--- config.mk ---
export PLATFORM = sky130hd
export DESIGN_NAME = rl_episode_controller
export DESIGN_NICKNAME = d
export VERILOG_FILES = /design/src/rtl/rl_pkg.sv /design/src/rtl/rl_step_counter.sv /design/src/rtl/rl_episode_controller.sv
export SDC_FILE = /design/constraint.sdc
export NUM_CORES = 1
export LEC_CHECK = 0
export CAP_MARGIN = 40
export CORE_UTILIZATION = 53
export CTS_CLUSTER_SIZE = 25
export DETAILED_ROUTE_END_ITERATION = 8
export PLACE_DENSITY = 0.85
export REMOVE_ABC_BUFFERS = 1
export SLEW_MARGIN = 5
export SYNTH_ARGS = -nofsm -noshare
export SYNTH_HDL_FRONTEND = slang
export SYNTH_SLANG_ARGS = --single-unit
--- constraint.sdc ---
create_clock -name clk -period 4.52 [get_ports clk]
set_input_delay 0.452 -clock clk [delete_from_list [all_inputs] [get_ports clk]]
set_output_delay 0.452 -clock clk [all_outputs]
set_load 0.02 [all_outputs]
--- src/rtl/rl_pkg.sv ---
// Shared types for the Q-learning agent loop: datapath widths, controller
// state encoding, and the (s, a, s', terminal) tuple handed to the Q-update block.
package rl_pkg;

   localparam int STATE_W = 6;
   localparam int ACT_W   = 4;

   typedef enum logic [2:0] {
      ST_IDLE   = 3'd0,
      ST_FETCH  = 3'd1,
      ST_WAIT   = 3'd2,
      ST_DECIDE = 3'd3,
      ST_UPDATE = 3'd4,
      ST_CHECK  = 3'd5,
      ST_DONE   = 3'd6
   } ctrl_state_t;

   typedef struct packed {
      logic [STATE_W-1:0] state;
      logic [ACT_W-1:0]   action;
      logic [STATE_W-1:0] next_state;
      logic               terminal;
   } upd_tuple_t;

endpackage

--- src/rtl/rl_step_counter.sv ---
// Step and episode counters for the episode controller, plus the terminal
// (goal or step-limit) and last-episode compares the FSM branches on.
module rl_step_counter
   import rl_pkg::*;
#(
   parameter int STEP_W    = 8,
   parameter int EP_W      = 16,
   parameter int MAX_STEPS = 64
) (
   input  logic               clk,
   input  logic               rst,
   input  logic               clear,
   input  logic               step_inc,
   input  logic               episode_inc,
   input  logic [STATE_W-1:0] next_state,
   input  logic [STATE_W-1:0] goal_state,
   input  logic [EP_W-1:0]    num_episodes,
   output logic [STEP_W-1:0]  step_cnt,
   output logic [EP_W-1:0]    episode_cnt,
   output logic               terminal,
   output logic               last_episode
);

   localparam logic [STEP_W-1:0] STEP_LAST = STEP_W'(MAX_STEPS - 1);
   localparam logic [STEP_W-1:0] STEP_ONE  = STEP_W'(1);
   localparam logic [EP_W-1:0]   EP_ONE    = EP_W'(1);

   logic [STEP_W-1:0] step_cnt_reg;
   logic [EP_W-1:0]   episode_cnt_reg;

   always_ff @(posedge clk) begin
      if (rst) begin
         step_cnt_reg    <= '0;
         episode_cnt_reg <= '0;
      end else if (clear) begin
         step_cnt_reg    <= '0;
         episode_cnt_reg <= '0;
      end else if (episode_inc) begin
         episode_cnt_reg <= episode_cnt_reg + EP_ONE;
         step_cnt_reg    <= '0;
      end else if (step_inc) begin
         step_cnt_reg <= step_cnt_reg + STEP_ONE;
      end
   end

   // step_cnt counts completed steps, so the step being decided is the last
   // one allowed when the count already sits at MAX_STEPS-1.
   assign terminal     = (next_state == goal_state) || (step_cnt_reg == STEP_LAST);
   assign last_episode = ((episode_cnt_reg + EP_ONE) == num_episodes);
   assign step_cnt     = step_cnt_reg;
   assign episode_cnt  = episode_cnt_reg;

endmodule

--- src/rtl/rl_episode_controller.sv ---
// Sequencer for the Q-learning agent loop: fetch Q row, let the policy pick,
// hand (s, a, s') to the Q-update block, advance counters until the run ends.
module rl_episode_controller
   import rl_pkg::*;
#(
   parameter int STEP_W    = 8,
   parameter int EP_W      = 16,
   parameter int MAX_STEPS = 64,
   parameter int RD_LAT    = 1
) (
   input  logic               clk,
   input  logic               rst,
   input  logic               start,
   input  logic [EP_W-1:0]    num_episodes,
   input  logic [STATE_W-1:0] start_state,
   input  logic [STATE_W-1:0] goal_state,
   output logic               q_rd_en,
   output logic [STATE_W-1:0] q_rd_addr,
   output logic [STATE_W-1:0] pg_state,
   input  logic [ACT_W-1:0]   pg_action,
   input  logic [STATE_W-1:0] pg_next_state,
   output logic               upd_valid,
   input  logic               upd_ready,
   output logic [STATE_W-1:0] upd_state,
   output logic [ACT_W-1:0]   upd_action,
   output logic [STATE_W-1:0] upd_next_state,
   output logic               upd_terminal,
   output logic               busy,
   output logic               done,
   output logic [EP_W-1:0]    episode_cnt,
   output logic [STEP_W-1:0]  step_cnt
);

   localparam int WAIT_W = (RD_LAT > 1) ? $clog2(RD_LAT) : 1;
   localparam logic [WAIT_W-1:0] WAIT_LAST = WAIT_W'(RD_LAT - 1);
   localparam logic [WAIT_W-1:0] WAIT_ONE  = WAIT_W'(1);

   ctrl_state_t state_reg, state_next;

   logic               busy_reg;
   logic               done_reg;
   logic [STATE_W-1:0] cur_state_reg;
   logic [STATE_W-1:0] start_lat_reg;
   logic [STATE_W-1:0] goal_lat_reg;
   logic [EP_W-1:0]    num_ep_reg;
   logic [WAIT_W-1:0]  wait_cnt_reg;
   upd_tuple_t         upd_reg;
   logic               upd_valid_reg;

   logic start_accept;
   logic step_inc;
   logic episode_inc;
   logic step_terminal;
   logic last_episode;

   rl_step_counter #(
      .STEP_W    (STEP_W),
      .EP_W      (EP_W),
      .MAX_STEPS (MAX_STEPS)
   ) u_step_counter (
      .clk          (clk),
      .rst          (rst),
      .clear        (start_accept),
      .step_inc     (step_inc),
      .episode_inc  (episode_inc),
      .next_state   (pg_next_state),
      .goal_state   (goal_lat_reg),
      .num_episodes (num_ep_reg),
      .step_cnt     (step_cnt),
      .episode_cnt  (episode_cnt),
      .terminal     (step_terminal),
      .last_episode (last_episode)
   );

   always_ff @(posedge clk) begin
      if (rst) begin
         state_reg <= ST_IDLE;
      end else begin
         state_reg <= state_next;
      end
   end

   always_comb begin
      state_next   = state_reg;
      start_accept = 1'b0;
      step_inc     = 1'b0;
      episode_inc  = 1'b0;
      case (state_reg)
         ST_IDLE: begin
            // busy stays high through the IDLE cycle that follows DONE
            if (start && !busy_reg) begin
               start_accept = 1'b1;
               state_next   = (num_episodes == '0) ? ST_DONE : ST_FETCH;
            end
         end
         ST_FETCH:  state_next = ST_WAIT;
         ST_WAIT: begin
            if (wait_cnt_reg == WAIT_LAST) begin
               state_next = ST_DECIDE;
            end
         end
         ST_DECIDE: state_next = ST_UPDATE;
         ST_UPDATE: begin
            if (upd_ready) begin
               state_next = ST_CHECK;
            end
         end
         ST_CHECK: begin
            if (upd_reg.terminal) begin
               episode_inc = 1'b1;
               state_next  = last_episode ? ST_DONE : ST_FETCH;
            end else begin
               step_inc   = 1'b1;
               state_next = ST_FETCH;
            end
         end
         ST_DONE:   state_next = ST_IDLE;
         default:   state_next = ST_IDLE;
      endcase
   end

   always_ff @(posedge clk) begin
      if (rst) begin
         busy_reg      <= 1'b0;
         done_reg      <= 1'b0;
         cur_state_reg <= '0;
         start_lat_reg <= '0;
         goal_lat_reg  <= '0;
         num_ep_reg    <= '0;
         wait_cnt_reg  <= '0;
         upd_reg       <= '0;
         upd_valid_reg <= 1'b0;
      end else begin
         done_reg <= (state_reg == ST_DONE);
         if (start_accept) begin
            busy_reg      <= 1'b1;
            num_ep_reg    <= num_episodes;
            start_lat_reg <= start_state;
            goal_lat_reg  <= goal_state;
            cur_state_reg <= start_state;
         end else if (done_reg) begin
            busy_reg <= 1'b0;
         end
         if (state_reg == ST_FETCH) begin
            wait_cnt_reg <= '0;
         end else if (state_reg == ST_WAIT) begin
            wait_cnt_reg <= wait_cnt_reg + WAIT_ONE;
         end
         if (state_reg == ST_DECIDE) begin
            upd_reg <= '{state:      cur_state_reg,
                         action:     pg_action,
                         next_state: pg_next_state,
                         terminal:   step_terminal};
            upd_valid_reg <= 1'b1;
         end else if (state_reg == ST_UPDATE && upd_ready) begin
            upd_valid_reg <= 1'b0;
         end
         if (state_reg == ST_CHECK) begin
            cur_state_reg <= upd_reg.terminal ? start_lat_reg : upd_reg.next_state;
         end
      end
   end

   assign q_rd_en        = (state_reg == ST_FETCH);
   assign q_rd_addr      = cur_state_reg;
   assign pg_state       = cur_state_reg;
   assign upd_valid      = upd_valid_reg;
   assign upd_state      = upd_reg.state;
   assign upd_action     = upd_reg.action;
   assign upd_next_state = upd_reg.next_state;
   assign upd_terminal   = upd_reg.terminal;
   assign busy           = busy_reg;
   assign done           = done_reg;

endmodule

==> flow_metrics.tcl <==
set metrics [dict create \
    synth_edf_count 0 \
    viasPerCell 5.60 \
    clk_pin_slew_worst_paths_ps 90 \
    relSlewSlack 0.360 \
    path_class "register to register" \
    fin_util 0.706 \
    place_hpwl_mm 7.14 \
    power.leakage_nw 1.74 \
    synth.cell_area_mm2 0.00400 \
    powerDensity_mw_per_mm2 386 \
    cts_inserted_buffers 9 \
    outcome "finished, final reports clean" \
    cts_buffer_depth 2 \
    cts_tree "done" \
    synth-seq-cells 82 \
    cts.sinks 82 \
    finClkSkew_ps 11.8 \
    ir_drop_uv 261 \
    syn_inst 497 \
    port_buffers 98 \
    end_kind "register" \
    start_util 0.549 \
    final_nets 616 \
    cts_hold_buffers 0 \
    drv_slew 0 \
    setup_violations 0 \
    post_cts_buffers 0 \
    worst_pin_slew_ps 960 \
    clock-root-buffer "clkbuf_8" \
    drtIter0Drc 303 \
    synthDistinctLibCells 56 \
    insertion_delay_ps 350 \
    diodes 0 \
    ys_warn_count 0 \
    postRouteAntennaNets 0 \
    wirelength_mm 10.2 \
    cts-htree-levels 3 \
    area_delta_synth_final_pct 28.5 \
    synthArstFlopShare 0 \
    gp_congestion 0.914 \
    crit_arrival_ps 3090 \
    wire_per_inst_um 15.1 \
    grt_setup_unrepaired "no" \
    ios 99 \
    crit_path_start_kind "register" \
    fin_setup_tns_ps 0 \
    cts_resized 0 \
    yosysSeqAreaShare 0.410 \
    min_path_type "register to register" \
    ys.flop_type "dfxtp_1" \
    grtUsageTotal 0.262 \
    synth_area_per_cell_um2 8.05 \
    grt_pass1_wl_mm 15.9 \
    drive_gt1_frac 0.0624 \
    core_mm2 0.00729 \
    fmax_mhz 354 \
    crit_path_max_fanout 19 \
    die-area_mm2 0.00790 \
    drv_cap 0 \
    die_h_um 88.9 \
    dr.pass1.iters 5 \
    antenna_found_initial 0 \
    grt_max_degree 62 \
    worstPathRequired_ps 4780 \
    min_period_ps 2830 \
    die_w_um 88.9 \
    n_fill_cell 571 \
    grt_pass1_vias 3393 \
    fin_crit_sh 0.626 \
    hold_viol 0 \
    overflow 0 \
    route.detailed.drc 0 \
    rows 31 \
    via_count 3783 \
]
[metrics by stage]
stage          cell area [um2]  hold slack, ps  total power [mW]  instances  worst slack, ps
2_1_floorplan             3750             431              1.13        459             2190
3_3_place_gp              4880             442              1.32        659             1680
3_5_place_dp              4890             448              1.34        660             1590
4_1_cts                   5140             458              1.98        676             1750
5_1_grt                   5140             471              2.07        676             1420
6_report                  5140             457              1.99        676             1690
[where the power goes]
group	internal (mW)	total, mW	switching (mW)
Sequential	0.791	0.866	0.0749
Clock	0.383	0.652	0.269
Combinational	0.199	0.468	0.270
[final timing paths]
check | from | endpoint | slack, ps | cells past startpoint
setup / recovery | state_reg[2]$_SDFFE_PP0P_ | u_step_counter.episode_cnt[12]$_SDFFE_PP0P_ | 1690 | 6
hold / removal | upd_state[1]$_SDFFE_PP0P_ | upd_state[1]$_SDFFE_PP0P_ | 460 | 2
hold reg to reg | upd_state[1]$_SDFFE_PP0P_ | upd_state[1]$_SDFFE_PP0P_ | 460 | 2
setup reg to reg | state_reg[2]$_SDFFE_PP0P_ | u_step_counter.episode_cnt[12]$_SDFFE_PP0P_ | 1690 | 6
[cell type report]
| class | count | area, um2 | area share |
|---|---|---|---|
| multi-input cells | 371 | 2090 | 0.407 |
| flip-flops and latches | 82 | 1640 | 0.319 |
| repair buffers | 102 | 1010 | 0.197 |
| clock buffers | 10 | 138 | 0.0268 |
| well taps | 99 | 124 | 0.0241 |
| clock inverters | 6 | 114 | 0.0221 |
| inverters | 6 | 22.5 | 0.00438 |
[layer usage]
metal  part of all wire  routed length (um)  track usage
met2               0.48                4940        0.427
met4              0.022                 221        0.106
met1               0.44                4510        0.357
met3              0.052                 533       0.0277
met5                  0                   0            0
[synthesized netlist by cell type, types with 2 or more instances]
cell | n | area, um2
o21ai_0 | 15 | 75.1
a311oi_1 | 7 | 61.3
xor2_1 | 19 | 166
ha_1 | 2 | 25.0
and2_1 | 2 | 12.5
a211oi_1 | 8 | 60.1
clkbuf_8 | 6 | 82.6
or2_2 | 2 | 12.5
and3_1 | 4 | 25.0
buf_6 | 2 | 22.5
nor3_1 | 11 | 55.1
nand4_1 | 7 | 43.8
or3_1 | 8 | 50.1
nand3_1 | 8 | 40.0
a31oi_1 | 3 | 18.8
nand2b_1 | 2 | 12.5
a21oi_1 | 67 | 335
nor4_1 | 8 | 50.1
inv_1 | 6 | 22.5
o311ai_0 | 3 | 26.3
nand2_1 | 113 | 424
buf_4 | 6 | 45.0
nand3b_1 | 2 | 15.0
dfxtp_1 | 82 | 1640
clkbuf_1 | 21 | 78.8
nor2_1 | 25 | 93.8
xnor2_1 | 22 | 193
nor2b_1 | 8 | 50.1
[layout by cell type (no fill, tap or decap), drive strengths merged, types with 2 or more instances in the layout]
master / count
a211oi: 8
a21oi: 67
a311oi: 7
a31oi: 3
and2: 2
and3: 4
and4: 2
buf: 5
bufinv: 3
clkbuf: 10
clkdlybuf4s50: 97
clkinvlp: 2
dfxtp: 82
ha: 2
inv: 6
nand2: 114
nand2b: 2
nand3: 9
nand3b: 2
nand4: 7
nor2: 27
nor2b: 8
nor3: 12
nor4: 8
o21ai: 15
o311ai: 3
o32ai: 2
o41ai: 2
or2: 3
or3: 8
xnor2: 22
xor2: 19
[logic make-up (layout without fill, tap and decap cells)]
family	after synthesis	after routing	synth area share
xor+xnor	41	41	0.0897
flops	82	82	0.410
compound gates	115	115	0.174
fa+ha+maj	2	2	0.00625
buf+inv	44	124	0.0678
simple gates	213	213	0.252
[worst max-delay path: stages (launching register included)]
cell,delay [ps]
dfxtp_1,680
nand3b_1,520
buf_4,350
nor2_2,430
nand2_1,250
or3_1,370
a21oi_1,140
Power figures use the tool's default switching activity.
